File: config.mk
export PLATFORM = sky130hd
export DESIGN_NAME = lsu_mem_port
export DESIGN_NICKNAME = d
export VERILOG_FILES = /design/src/rtl/lsu_mem_port.sv
export SDC_FILE = /design/constraint.sdc
export NUM_CORES = 1
export LEC_CHECK = 0
export CORE_ASPECT_RATIO = 1.2
export CORE_MARGIN = 4
export CORE_UTILIZATION = 45
export CTS_BUF_LIST = sky130_fd_sc_hd__clkbuf_4 sky130_fd_sc_hd__clkbuf_8
export CTS_CLUSTER_SIZE = 24
export DETAILED_ROUTE_END_ITERATION = 12
export MAX_ROUTING_LAYER = met4
export PLACE_DENSITY = 0.82
export RECOVER_POWER = 25
export SLEW_MARGIN = 15
export SYNTH_ARGS = -nofsm -noshare
export SYNTH_HDL_FRONTEND = slang
export SYNTH_SLANG_ARGS = --single-unit
File: constraint.sdc
create_clock -name clk -period 2.2 [get_ports clk]
set_clock_uncertainty 0.2 [all_clocks]
set_input_delay 0.33 -clock clk [delete_from_list [all_inputs] [get_ports clk]]
set_output_delay 0.33 -clock clk [all_outputs]
set_load 0.02 [all_outputs]
File: src/rtl/lsu_mem_port.sv
// Load/store unit: steers CPU loads/stores onto a handshaked word-wide data memory,
// with alignment checking, sign/zero load extension and a bus timeout.
module lsu_mem_port #(
  parameter int unsigned TIMEOUT_CYCLES = 255
) (
  input  logic        clk,
  input  logic        rst,
  input  logic        req_valid,
  input  logic        MemWrite,
  input  logic        MemtoReg,
  input  logic [1:0]  loadStoreWidth,
  input  logic        loadSign,
  input  logic [31:0] addr,
  input  logic [31:0] storeData,
  output logic        stall,
  output logic        done,
  output logic [31:0] loadData,
  output logic        fault_align,
  output logic        fault_bus,
  output logic        mem_req,
  output logic        mem_we,
  output logic [31:0] mem_addr,
  output logic [3:0]  mem_wstrb,
  output logic [31:0] mem_wdata,
  input  logic        mem_ack,
  input  logic [31:0] mem_rdata
);

  typedef enum logic [1:0] {StIdle, StReq, StDone} state_e;

  localparam logic        TmoEn   = (TIMEOUT_CYCLES != 0);
  localparam logic [15:0] TmoLast = 16'(TIMEOUT_CYCLES - 1);

  state_e      state_q;
  logic [15:0] tmo_cnt_q;
  logic        store_q;
  logic [1:0]  width_q;
  logic        sign_q;
  logic [1:0]  lo_q;

  logic        op;
  logic        misaligned;
  logic [3:0]  wstrb_n;
  logic [31:0] wdata_n;
  logic [7:0]  rd_byte;
  logic [15:0] rd_half;
  logic [31:0] load_ext;

  assign op    = req_valid & (MemWrite | MemtoReg);
  assign stall = ((state_q == StIdle) & op) | (state_q == StReq);

  always_comb begin
    misaligned = 1'b0;
    wstrb_n    = 4'b0000;
    wdata_n    = 32'h0;
    unique case (loadStoreWidth)
      2'b00: begin
        wdata_n = {4{storeData[7:0]}};
        wstrb_n = 4'b0001 << addr[1:0];
      end
      2'b01: begin
        misaligned = addr[0];
        wdata_n    = {2{storeData[15:0]}};
        wstrb_n    = addr[1] ? 4'b1100 : 4'b0011;
      end
      2'b11: begin
        misaligned = (addr[1:0] != 2'b00);
        wdata_n    = storeData;
        wstrb_n    = 4'b1111;
      end
      default: misaligned = 1'b1;
    endcase
  end

  // Extraction uses the offset/width latched at acceptance, not the live inputs.
  always_comb begin
    rd_byte = 8'h0;
    unique case (lo_q)
      2'd0: rd_byte = mem_rdata[7:0];
      2'd1: rd_byte = mem_rdata[15:8];
      2'd2: rd_byte = mem_rdata[23:16];
      default: rd_byte = mem_rdata[31:24];
    endcase
    rd_half  = lo_q[1] ? mem_rdata[31:16] : mem_rdata[15:0];
    load_ext = mem_rdata;
    if (width_q == 2'b00) begin
      load_ext = sign_q ? {{24{rd_byte[7]}}, rd_byte} : {24'h0, rd_byte};
    end else if (width_q == 2'b01) begin
      load_ext = sign_q ? {{16{rd_half[15]}}, rd_half} : {16'h0, rd_half};
    end
  end

  always_ff @(posedge clk) begin
    if (rst) begin
      state_q     <= StIdle;
      tmo_cnt_q   <= 16'h0;
      store_q     <= 1'b0;
      width_q     <= 2'b00;
      sign_q      <= 1'b0;
      lo_q        <= 2'b00;
      done        <= 1'b0;
      loadData    <= 32'h0;
      fault_align <= 1'b0;
      fault_bus   <= 1'b0;
      mem_req     <= 1'b0;
      mem_we      <= 1'b0;
      mem_addr    <= 32'h0;
      mem_wstrb   <= 4'b0000;
      mem_wdata   <= 32'h0;
    end else begin
      unique case (state_q)
        StIdle: begin
          if (op) begin
            store_q <= MemWrite;
            width_q <= loadStoreWidth;
            sign_q  <= loadSign;
            lo_q    <= addr[1:0];
            if (!misaligned) begin
              state_q   <= StReq;
              tmo_cnt_q <= 16'h0;
              mem_req   <= 1'b1;
              mem_we    <= MemWrite;
              mem_addr  <= {addr[31:2], 2'b00};
              mem_wstrb <= MemWrite ? wstrb_n : 4'b0000;
              mem_wdata <= MemWrite ? wdata_n : 32'h0;
            end else begin
              state_q     <= StDone;
              done        <= 1'b1;
              fault_align <= 1'b1;
              loadData    <= 32'h0;
            end
          end
        end
        StReq: begin
          if (mem_ack || (TmoEn && tmo_cnt_q == TmoLast)) begin
            state_q   <= StDone;
            done      <= 1'b1;
            fault_bus <= ~mem_ack;
            loadData  <= (mem_ack && !store_q) ? load_ext : 32'h0;
            mem_req   <= 1'b0;
            mem_we    <= 1'b0;
            mem_addr  <= 32'h0;
            mem_wstrb <= 4'b0000;
            mem_wdata <= 32'h0;
          end else begin
            tmo_cnt_q <= tmo_cnt_q + 16'h1;
          end
        end
        StDone: begin
          state_q     <= StIdle;
          done        <= 1'b0;
          fault_align <= 1'b0;
          fault_bus   <= 1'b0;
          loadData    <= 32'h0;
        end
        default: state_q <= StIdle;
      endcase
    end
  end

endmodule
# Word level (Yosys, flattened, before mapping)
# Cells that the tools add are included.
# word_totals
regBits	129
elab_cells	104
# classes
add_sub_neg	1
eq_ne	13
shifts	1
n_mux	50
bitwise	5
n_reduce_logical	19
# op_table
operator	n
2-to-1 mux 32 bit	14
one-hot mux 32 bit (3 select lines)	2
one-hot mux 32 bit (2 select lines)	2
2-to-1 mux 16 bit	4
one-hot mux 16 bit (2 select lines)	1
one-hot mux 8 bit (3 select lines)	1
2-to-1 mux 4 bit	5
adder 16 x 1 -> 16 bit (second input constant)	1
equality test 16 x 8 -> 1 bit (second input constant)	1
one-hot mux 4 bit (3 select lines)	1
AND reduction 4 bit	3
2-to-1 mux 1 bit	9
equality test 2 x 1 -> 1 bit (second input constant)	4
zero test 2 bit	4
inequality test 2 bit (second input constant)	4
one-hot mux 1 bit (2 select lines)	4
one-hot mux 4 bit (2 select lines)	1
nonzero test 2 bit	4
equality test 2 bit (second input constant)	3
2-to-1 mux 2 bit	3
one-hot mux 1 bit (3 select lines)	2
AND reduction 2 bit	3
one-hot mux 2 bit (2 select lines)	1
<< shifter 1 x 2 -> 4 bit (first input constant)	1
9 further kinds	11

# Longest topological paths before layout
# Gate-level depths: netlist (run 1).
# depth
ltp_word	7
depth_mapped	9

# Least setup slack after synthesis (run 1)
# No wires, ideal clock.
# synth_timing
path_kind	register to register
startpoint	register tmo_cnt_q[0]
endpoint	register mem_addr[22]
setup_time_ns	0.117
arrival_time_ns	1.647
required_ns	1.883
path_slack_ns	0.236
path_stages_with_launch	10
n_path_buf	2
period_less_slack_ns	1.964
path_cell_list	dfxtp_1 -> inv_1 -> ha_1 -> and4b_1 -> nand4_4 -> a21oi_4 -> a21oi_2 -> buf_6 -> buf_6 -> a22o_1
# synth_between
elab_chain_cells	4
# synth_rtl
element	line_no	rtl
start: declaration	35	logic [15:0] tmo_cnt_q;
start signal: assignment	146	tmo_cnt_q <= tmo_cnt_q + 16'h1;
equality test 16 x 8 -> 1 bit	135	if (mem_ack || (TmoEn && tmo_cnt_q == TmoLast)) begin
logical OR 1 bit	135	
inequality test 2 x 1 -> 1 bit (no line)	n/a	
AND reduction 4 bit (no line)	n/a	
end signal: assignment	123	mem_addr <= {addr[31:2], 2'b00};
end: declaration	22	output logic [31:0] mem_addr,
# Every way passes these cells.
# A chain may end at the register's enable or synchronous reset.

# Worst setup path in the final report (run 1)
# layout_timing
startpoint	input req_valid
endpoint	output stall
# layout_between
elab_chain_cells	3
# layout_rtl
element	line_no	rtl
start: declaration	8	input logic req_valid,
AND 1 bit	49	assign op = req_valid & (MemWrite | MemtoReg);
AND 1 bit	50	assign stall = ((state_q == StIdle) & op) | (state_q == StReq);
OR 1 bit	50	
end: declaration	15	output logic stall,
# Every way passes these cells.

==> run summary, run 1 <==
Min Hold Slack: 0.256 ns
Routability Congestion: 0.904
reg2reg start: tmo_cnt_q[1]
Mapped Avg Cell Area: 9.98 sq um
VDD IR-drop max: 0.399 mV
Die X: 109 microns
CP Capture Type: output pin
Max Clock Freq: 479 MHz
design area: 8390 sq um
Main synth FF type: dfxtp_1
Netlist Area Pre-Place: 5490 sq um
die extent in y: 129 microns
Slew @ Worst Pin: 0.589 ns
WHS Path Cells: 1
via/cell ratio: 5.64
Hold-fix buffers, CTS: 0
IO Port Bufs: 208
CP arrival: 1.56 ns
DRC: 0
Synth area leader: dfxtp_1
max-slew violation count: 0
largest net degree at the start of global routing: 49
CTS tree: yes
NumNets Final: 884
core area: 11700 sq um
DPL Wire Length: 13100 microns
final wirelength: 17600 microns
CTS buffer count: 17
met3 wire length: 1160 microns
CP max-delay cell: clkdlybuf4s50_1
Tot Pwr: 5.42 mW
Critical Path Fanout Max: 2
Final Cycle Share: 94.9%
Synth async-reset ratio: 0%
first-pass GRT wire length: 27700 microns
Placement Setup Slack: -0.141 ns
Final ANT Viol Nets: 0
kind of cell adding the most delay to the critical path: buffers and inverters
sequential fraction of the synthesis area: 46.3%
Initial Util: 46.8%
# setup viols final: 0
CTS H-Tree Depth: 4
CP startpoint kind: input pin
Initial DRT Pass Iterations: 5
clock slew at reported path FFs: 0.07 ns
crit-path max cell delay: 0.48 ns
grt total ovfl: 0
PwrDens: 647 nW/um^2
Total Routing Usage GR: 25.6%
Hold EP: mem_wstrb[2]
Worst-Skew Late Latency: 0.41 ns
final-report hold violation count: 0
DRT iter0 DRCs: 304
worst path required time: 1.67 ns
status: finished clean
Worst Hold Class: reg2reg
largest buffer count on any clock path: 2
max_slew headroom: 60.7%
vias in the first global route: 5472
worst setup margin: 0.112 ns
DR WL met2: 8960 microns
final core utilization: 71.5%
top post-synthesis cells by area: dfxtp_1 (46%), a22o_1 (8.6%), o2bb2ai_1 (6.7%)
CTS root buf: clkbuf_8
Unique masters post-synth: 56
fin crit period: 2.09 ns
Hold Startpoint: mem_wstrb[2]
Routed met1 length: 7080 microns
DR top layer: met4
area share of the largest cell type after synthesis: 46.3%
Sink Count: 127
Placed Instance Area: 7960 sq um
RSZ-0062 raised after global routing: no
Crit Path Class: in2out
cell leakage power: 3.26 nW
Worst R2R Path Depth: 7
antenna violations before repair: 1
Routed wire per std cell: 18.6 microns
DR vias: 5344
worst r2r dst: mem_wdata[4]
cell chain of the critical path: clkdlybuf4s50_1, o21ai_0, a21oi_1, dlygate4sd2_1
share of layout cells above drive strength 1: 11.9%
Cells after Synth: 550
CP Buf/Inv Count: 2
max cap viols: 0
r2r setup slk: 0.13 ns
Ys Warns: 0
Area Overhead vs Synth: 52.9%
row cnt: 43
die area: 14000 sq um
synthesized flop and latch total: 127
IO Count: 211
number of synthesized flops with an enable pin: 0
## synth_stat cells, drive strengths merged (14+ instances only)
library cell	instances
a22o	54
xor2	14
nand2	14
o21ai	18
o22ai	14
a21oi	34
mux2i	17
a22oi	17
nor2	39
dfxtp	127
inv	15
o2bb2ai	42
buf	23
clkbuf	24
## area by class of cell
cell class / instances / area (sq um)
Clock buffer: 23 / 310
Fill cell: 903 / 3340
Multi-Input combinational cell: 362 / 2670
Antenna cell: 1 / 2.50
Tap cell: 157 / 196
Clock inverter: 8 / 105
Inverter: 15 / 56.3
Sequential cell: 127 / 2540
Timing Repair Buffer: 254 / 2500
## through the flow
stage	setup TNS, ns	cells
global placement	-1.60	913
finish	0	947
floorplan	0	551
CTS	0	944
detailed placement	-4.89	913
global route	0	947
## per-layer routing
metal	up-vias	GRT usage, %
met1	2537	30.5
met5	-	-
met2	243	42.6
met3	29	6.27
li1	2535	-
met4	0	8.10
## how the worst max path moves through the flow
stage / slack, ns / from / depth (start not counted) / endpoint
6_report: 0.11 / req_valid / 4 / stall
5_1_grt: 0.02 / state_q[0] / 3 / stall
3_3_place_gp: -0.13 / MemWrite / 4 / stall
2_1_floorplan: 0.24 / tmo_cnt_q[0] / 9 / mem_addr[22]
3_5_place_dp: -0.14 / req_valid / 4 / stall
4_1_cts: 0.02 / tmo_cnt_q[1] / 7 / mem_wdata[4]
## worst reg2reg max path: stages, from the launching register on
cell	delay [ns]
dfxtp_2	0.37
ha_1	0.16
and4b_1	0.29
nand4_4	0.17
a21oi_4	0.22
a21oi_4	0.09
buf_4	0.21
a22o_1	0.25
## sequential cells by signal (all words and copies together), names as in the netlist, 2 cells and up
signal     cells
state_q        2
tmo_cnt_q     16
mem_addr      30
mem_wdata     32
lo_q           2
mem_wstrb      4
width_q        2
loadData      32
## timing repair
action,CTS,global route
pin swaps,0,1
resized for setup,1,2
buffers inserted,0,2
endpoints found under the setup margin,1,59
## logic make-up after synthesis
family                     share of synthesized area, %
buffers and inverters                              5.27
DFF                                                46.3
and+or+nand+nor                                    12.2
AOI/OAI and AO/OA                                  27.4
adders and majority gates                         0.456
muxes                                              5.97
other                                            0.0683
xor gates and xnor gates                           2.23
## power breakdown
group	switching [mW]	total (mW)	leakage (nW)	internal (mW)
clock	0.911	2.08	0.192	1.17
combinational	0.444	0.924	2.04	0.480
sequential	0.0564	2.42	1.03	2.37
## layout by cell type, fill, tap and decap left out, types with 3 or more instances in the layout
master / n
a22o_1: 54
buf_12: 7
a21oi_1: 32
o21ai_0: 17
o2bb2ai_1: 42
xor2_1: 14
o22ai_1: 14
nand2b_1: 5
nor4_1: 3
dfxtp_1: 125
nand3_1: 10
nor2_1: 38
and3_1: 4
nor3_1: 11
inv_1: 15
clkbuf_8: 22
a22oi_1: 17
mux2i_1: 17
dlygate4sd3_1: 44
a21o_1: 3
clkdlybuf4s50_1: 163
mux4_2: 7
nand4_1: 7
a221o_1: 7
buf_4: 35
nor2b_1: 12
nand2_1: 13
clkinvlp_4: 6
clkbuf_1: 3
(Power assumes the default switching activity.)
==> run 2, diff against run 1 <==
--- a/config.mk
+++ b/config.mk
@@ -13,7 +13,7 @@
 export DETAILED_ROUTE_END_ITERATION = 12
 export MAX_ROUTING_LAYER = met4
 export PLACE_DENSITY = 0.82
-export RECOVER_POWER = 25
+export RECOVER_POWER = 100
 export SLEW_MARGIN = 15
 export SYNTH_ARGS = -nofsm -noshare
 export SYNTH_HDL_FRONTEND = slang
==> run summary, run 2 (synthesized netlist as in run 1, its figures left out) <==
DRC: 0 (unchanged)
row cnt: 43 (unchanged)
VDD IR-drop max: 0.399 mV (+0.17%)
grt total ovfl: 0 (unchanged)
clock share of power: 38.4% (about the same)
largest net degree at the start of global routing: 49 (unchanged)
NumNets Final: 884 (unchanged)
PwrDens: 646 nW/um^2 (-0.14%)
Slew @ Worst Pin: 0.585 ns (-0.00404 ns)
# setup viols final: 0 (unchanged)
die area: 14000 sq um (unchanged)
DR vias: 5355 (+0.21%)
final wirelength: 17600 microns (-0.14%)
die extent in y: 129 microns (unchanged)
final core utilization: 71.3% (-0.17 points)
CTS buffer count: 17 (unchanged)
DPL Wire Length: 13100 microns (unchanged)
Die X: 109 microns (unchanged)
final-report hold violation count: 0 (unchanged)
first-pass GRT wire length: 27700 microns (unchanged)
Area Overhead vs Synth: 52.5%
CP max-delay cell: clkdlybuf4s50_1
CP Capture Type: output pin
via/cell ratio: 5.65 (+0.21%)
Global Route met2 Usage: 42.6% (unchanged)
core area: 11700 sq um (unchanged)
largest buffer count on any clock path: 2 (unchanged)
Worst Hold Class: reg2reg
Final ANT Viol Nets: 0 (unchanged)
Crit Path Class: in2out
Worst-Skew Late Latency: 0.41 ns (about the same)
DRT iter0 DRCs: 297 (-2.3%)
antenna violations before repair: 1 (unchanged)
commonest cells after routing, fill and taps aside: dfxtp_1 (125), dlygate4sd3_1 (104), clkdlybuf4s50_1 (103), a22o_1 (54), o2bb2ai_1 (42)
Initial DRT Pass Iterations: 5 (unchanged)
max cap viols: 0 (unchanged)
Seq pwr share: 44.8% (about the same)
status: finished clean
Initial Util: 46.8% (unchanged)
worst path required time: 1.67 ns (about the same)
cell chain of the critical path: clkdlybuf4s50_1, o21ai_0, a21oi_1, dlygate4sd2_1
routing usage on met1: 30.5% (unchanged)
commonest non-fill, non-tap cell in the layout: dfxtp_1
RSZ-0062 raised after global routing: no
Logic pwr share: 16.8% (-0.2 points)
IO Count: 211 (unchanged)
Total Routing Usage GR: 25.6% (unchanged)
CTS root buf: clkbuf_8
worst setup margin: 0.105 ns (-0.00686 ns)
max_slew headroom: 61.0% (+0.27 points)
Final Cycle Share: 95.2% (+0.31 points)
crit-path max cell delay: 0.41 ns (-0.07 ns)
met3 Track Usage GR: 6.27% (unchanged)
Sink Count: 127 (unchanged)
Critical Path Fanout Max: 2 (unchanged)
max-slew violation count: 0 (unchanged)
sw power: 1.41 mW (-0.41%)
CP arrival: 1.57 ns (about the same)
CTS H-Tree Depth: 4 (unchanged)
Tot Pwr: 5.40 mW (-0.38%)
Placement Setup Slack: -0.141 ns (unchanged)
Routability Congestion: 0.904 (unchanged)
cell leakage power: 3.45 nW (+5.8%)
fin crit period: 2.10 ns (+0.00686 ns)
vias in the first global route: 5472 (unchanged)
Max Clock Freq: 477 MHz (-0.33%)
IO Port Bufs: 208 (unchanged)
Routed wire per std cell: 18.6 microns (-0.14%)
Top Registers: loadData (32), mem_wdata (32), mem_addr (30)
Net Sw Frac: 26.0% (about the same)
Internal Pwr Total: 4.00 mW (-0.37%)
CTS tree: yes
busiest layer in global routing: met2
clock slew at reported path FFs: 0.06 ns (about the same)
CP startpoint kind: input pin
share of layout cells above drive strength 1: 11.3% (-0.63 points)
==> run 2: critical path: cells and delay by family <==
family          cells  cell delay (ns)
buf+inv             2             0.76
compound gates      2             0.47
==> run 2: worst paths after layout <==
check | from | end | slack [ns] | cells after the start
worst min register to register | mem_wstrb[2] | mem_wstrb[2] | 0.25 | 1
worst min-delay path | mem_wstrb[2] | mem_wstrb[2] | 0.25 | 1
worst max-delay path | MemWrite | stall | 0.10 | 4
worst max register to register | tmo_cnt_q[1] | mem_wdata[4] | 0.13 | 7
==> run 2: routing by layer <==
| metal | routed length [microns] | share of wire [%] |
|---|---|---|
| met5 | 0 | 0 |
| met3 | 1180 | 6.7 |
| met4 | 415 | 2.4 |
| met1 | 7030 | 40 |
| met2 | 8980 | 51 |
==> run 2: metrics by stage <==
step | area, sq um | cells | hold slack, ns | setup TNS [ns]
finish | 8370 | 947 | 0.252 | 0
global route | 8370 | 947 | 0.266 | 0
CTS | 8380 | 944 | 0.264 | 0
floorplan | 5490 | 551 | 0.251 | 0
detailed placement | 7960 | 913 | 0.247 | -4.89
global placement | 7960 | 913 | 0.237 | -1.60
==> run 2: repair_timing <==
| action | in CTS | in global routing |
|---|---|---|
| resized for setup | 1 | 2 |
| cloned | 0 | 0 |
| pin swaps | 0 | 1 |
| endpoints found under the setup margin | 1 | 59 |
| buffers inserted | 0 | 2 |
| hold buffers | 0 | 0 |
==> run 2: power groups by stage <==
stage	Sequential (mW)	Combinational, mW	Clock (mW)
floorplan	2.52	0.388	0
global placement	2.47	0.908	0
detailed placement	2.47	0.927	0
CTS	2.42	0.930	2.10
global route	2.43	0.971	2.19
finish	2.42	0.907	2.07
==> run 2: cell type report <==
type / count / area [sq um]
inverter: 15 / 56.3
timing repair buffer: 254 / 2490
sequential: 127 / 2540
multi-input combinational: 362 / 2660
clock buffer: 23 / 310
antenna: 1 / 2.50
fill: 908 / 3360
tap: 157 / 196
clock inverter: 8 / 105
==> run 3, diff against run 2 <==
--- a/config.mk
+++ b/config.mk
@@ -7,12 +7,11 @@
 export LEC_CHECK = 0
 export CORE_ASPECT_RATIO = 1.2
 export CORE_MARGIN = 4
-export CORE_UTILIZATION = 45
-export CTS_BUF_LIST = sky130_fd_sc_hd__clkbuf_4 sky130_fd_sc_hd__clkbuf_8
+export CORE_UTILIZATION = 44
 export CTS_CLUSTER_SIZE = 24
 export DETAILED_ROUTE_END_ITERATION = 12
 export MAX_ROUTING_LAYER = met4
-export PLACE_DENSITY = 0.82
+export PLACE_DENSITY = 0.8
 export RECOVER_POWER = 100
 export SLEW_MARGIN = 15
 export SYNTH_ARGS = -nofsm -noshare
==> constraint.sdc (replaced) <==
create_clock -name clk -period 1.95 [get_ports clk]
set_clock_uncertainty 0.2 [all_clocks]
set_input_delay 0.2925 -clock clk [delete_from_list [all_inputs] [get_ports clk]]
set_output_delay 0.2925 -clock clk [all_outputs]
set_load 0.02 [all_outputs]
==> run summary, run 3 (synthesized netlist as in run 1, its figures left out) <==
worst setup margin: -0.0703 ns (-0.175 ns)
row cnt: 44 (+2.3%)
RSZ-0062 raised after global routing: yes
grt total ovfl: 0 (unchanged)
Final ANT Viol Nets: 0 (unchanged)
Min Hold Slack: 0.258 ns (+0.00639 ns)
worst path required time: 2.05 ns (+0.38 ns)
commonest cells after routing, fill and taps aside: clkdlybuf4s50_1 (205), dfxtp_1 (124), buf_4 (64), a22o_1 (54), o2bb2ai_1 (42)
max-slew violation count: 0 (unchanged)
largest buffer count on any clock path: 2 (unchanged)
Routability Congestion: 0.887 (-1.9%)
DPL Wire Length: 12700 microns (-2.9%)
antenna violations before repair: 0 (-1)
busiest layer in global routing: met2
cell chain of the critical path: inv_2, ha_1, and4b_2, nand4_4, a21oi_4, a21oi_4, buf_4, a22o_1
CTS root buf: clkbuf_16
CTS buffer count: 17 (unchanged)
Worst-Skew Late Latency: 0.41 ns (about the same)
Global Route met2 Usage: 40.5% (-2.1 points)
met3 Track Usage GR: 5.99% (-0.28 points)
final-report hold violation count: 0 (unchanged)
cell leakage power: 3.37 nW (-2.5%)
DRT iter0 DRCs: 251 (-15%)
share of layout cells above drive strength 1: 16.2% (+4.9 points)
VDD IR-drop max: 0.521 mV (+30%)
IO Count: 211 (unchanged)
Routed wire per std cell: 17.9 microns (-3.5%)
# setup viols final: 48 (+48)
most frequent cell on the critical path: a21oi_4
Non-Filler Instances: 978 (+3.3%)
Tot Pwr: 7.23 mW (+34%)
IO Port Bufs: 208 (unchanged)
Max Clock Freq: 495 MHz
CTS H-Tree Depth: 4 (unchanged)
max cap viols: 0 (unchanged)
Sink Count: 127 (unchanged)
failing checks: setup timing
Setup TNS: -1.64 ns (-1.64 ns)
CTS tree: yes
CP arrival: 2.12 ns (+0.55 ns)
Hold Startpoint: mem_wstrb[1]
PwrDens: 818 nW/um^2 (+27%)
Total Routing Usage GR: 24.7% (-0.94 points)
clock slew at reported path FFs: 0.06 ns (about the same)
Diodes inserted: 0 (-1)
Area Overhead vs Synth: 61.1%
first-pass GRT wire length: 27100 microns (-2.0%)
Setup crit start: tmo_cnt_q[0]
status: finished with violations
Cell Count Post-Placement: 941 (+3.1%)
Placement Setup Slack: -0.355 ns (-0.214 ns)
Final Cycle Share: 104%
reg2reg start: tmo_cnt_q[0]
CP max-delay cell: dfxtp_2
Top Registers: loadData (32), mem_wdata (32), mem_addr (30)
die extent in y: 130 microns (+1.1%)
Worst Hold Class: reg2reg
Die X: 110 microns (+1.0%)
die area: 14300 sq um (+2.1%)
routing usage on met1: 29.4% (-1.1 points)
final wirelength: 17500 microns (-0.30%)
core area: 12200 sq um (+3.7%)
Crit Path Class: reg2reg
commonest non-fill, non-tap cell in the layout: clkdlybuf4s50_1
fin crit period: 2.02 ns
Critical Path Fanout Max: 10 (+8)
crit-path max cell delay: 0.33 ns (-0.08 ns)
Initial Util: 45.1% (-1.7 points)
vias in the first global route: 5460 (-0.22%)
via/cell ratio: 5.58 (-1.3%)
NumNets Final: 911 (+3.1%)
CP startpoint kind: flop
CP Capture Type: flop
Initial DRT Pass Iterations: 5 (unchanged)
fill count: 882 (-2.9%)
largest net degree at the start of global routing: 44 (-10%)
DR vias: 5457 (+1.9%)
DRC: 0 (unchanged)
run 3: cell count changes in the layout (fill, tap and decap cells not counted), sizes merged, moves of 2 or more:
cell,change
dlygate4sd3,-104
clkdlybuf4s50,+102
buf,+35
clkbuf,-11
clkinv,+4
clkinvlp,-4
inv,+4
bufinv,+2
run 3: what timing repair did:
action,in CTS,in global routing
pin swaps,9,2
hold buffers,0,0
resized for setup,8,10
gates cloned,1,0
setup endpoints to repair,61,86
setup buffers,2,2
run 3: worst paths after layout:
| check | cells past startpoint | slack (ns) | to |
|---|---|---|---|
| max | 8 | -0.07 | mem_wdata[30] |
| min | 1 | 0.26 | mem_wstrb[1] |
| min reg2reg | 1 | 0.26 | mem_wstrb[1] |
| max reg2reg | 8 | -0.07 | mem_wdata[30] |
run 3: layout make-up:
cell class                 instances  area [sq um]  share of cell area [%]
tap                              161           201                    2.28
multi-input combinational        362          2690                    30.5
sequential                       127          2550                    28.8
inverter                          15          56.3                   0.637
clock buffer                      18           429                    4.86
timing repair buffer             281          2710                    30.6
clock inverter                    14           205                    2.32
run 3: worst max-delay path, delay by kind of cell, from the launching register on:
| kind | cells | cell delay [ns] |
|---|---|---|
| buf+inv | 2 | 0.24 |
| compound gates | 3 | 0.56 |
| simple gates | 2 | 0.43 |
| fa+ha+maj | 1 | 0.14 |
| flops | 1 | 0.33 |
run 3: metal layers:
metal  vias up  wire (microns)  part of all wire, %
li1       2591               -                    -
met1      2605            7130                   41
met2       227            8970                   51
met3        34            1070                  6.1
met4         0             374                  2.1
met5         -               0                    0
run 3: power by group:
part           internal (mW)  total (mW)  switching, mW
combinational          0.567        1.08          0.514
clock                   2.16        3.42           1.25
sequential              2.67        2.73         0.0570
run 3: stage by stage:
stage               cell area (sq um)  util (%)
finish                           8840      72.6
global route                     8840      72.6
CTS                              8810      72.4
detailed placement               8150      67.0
global placement                 8150      67.0
floorplan                        5490         -
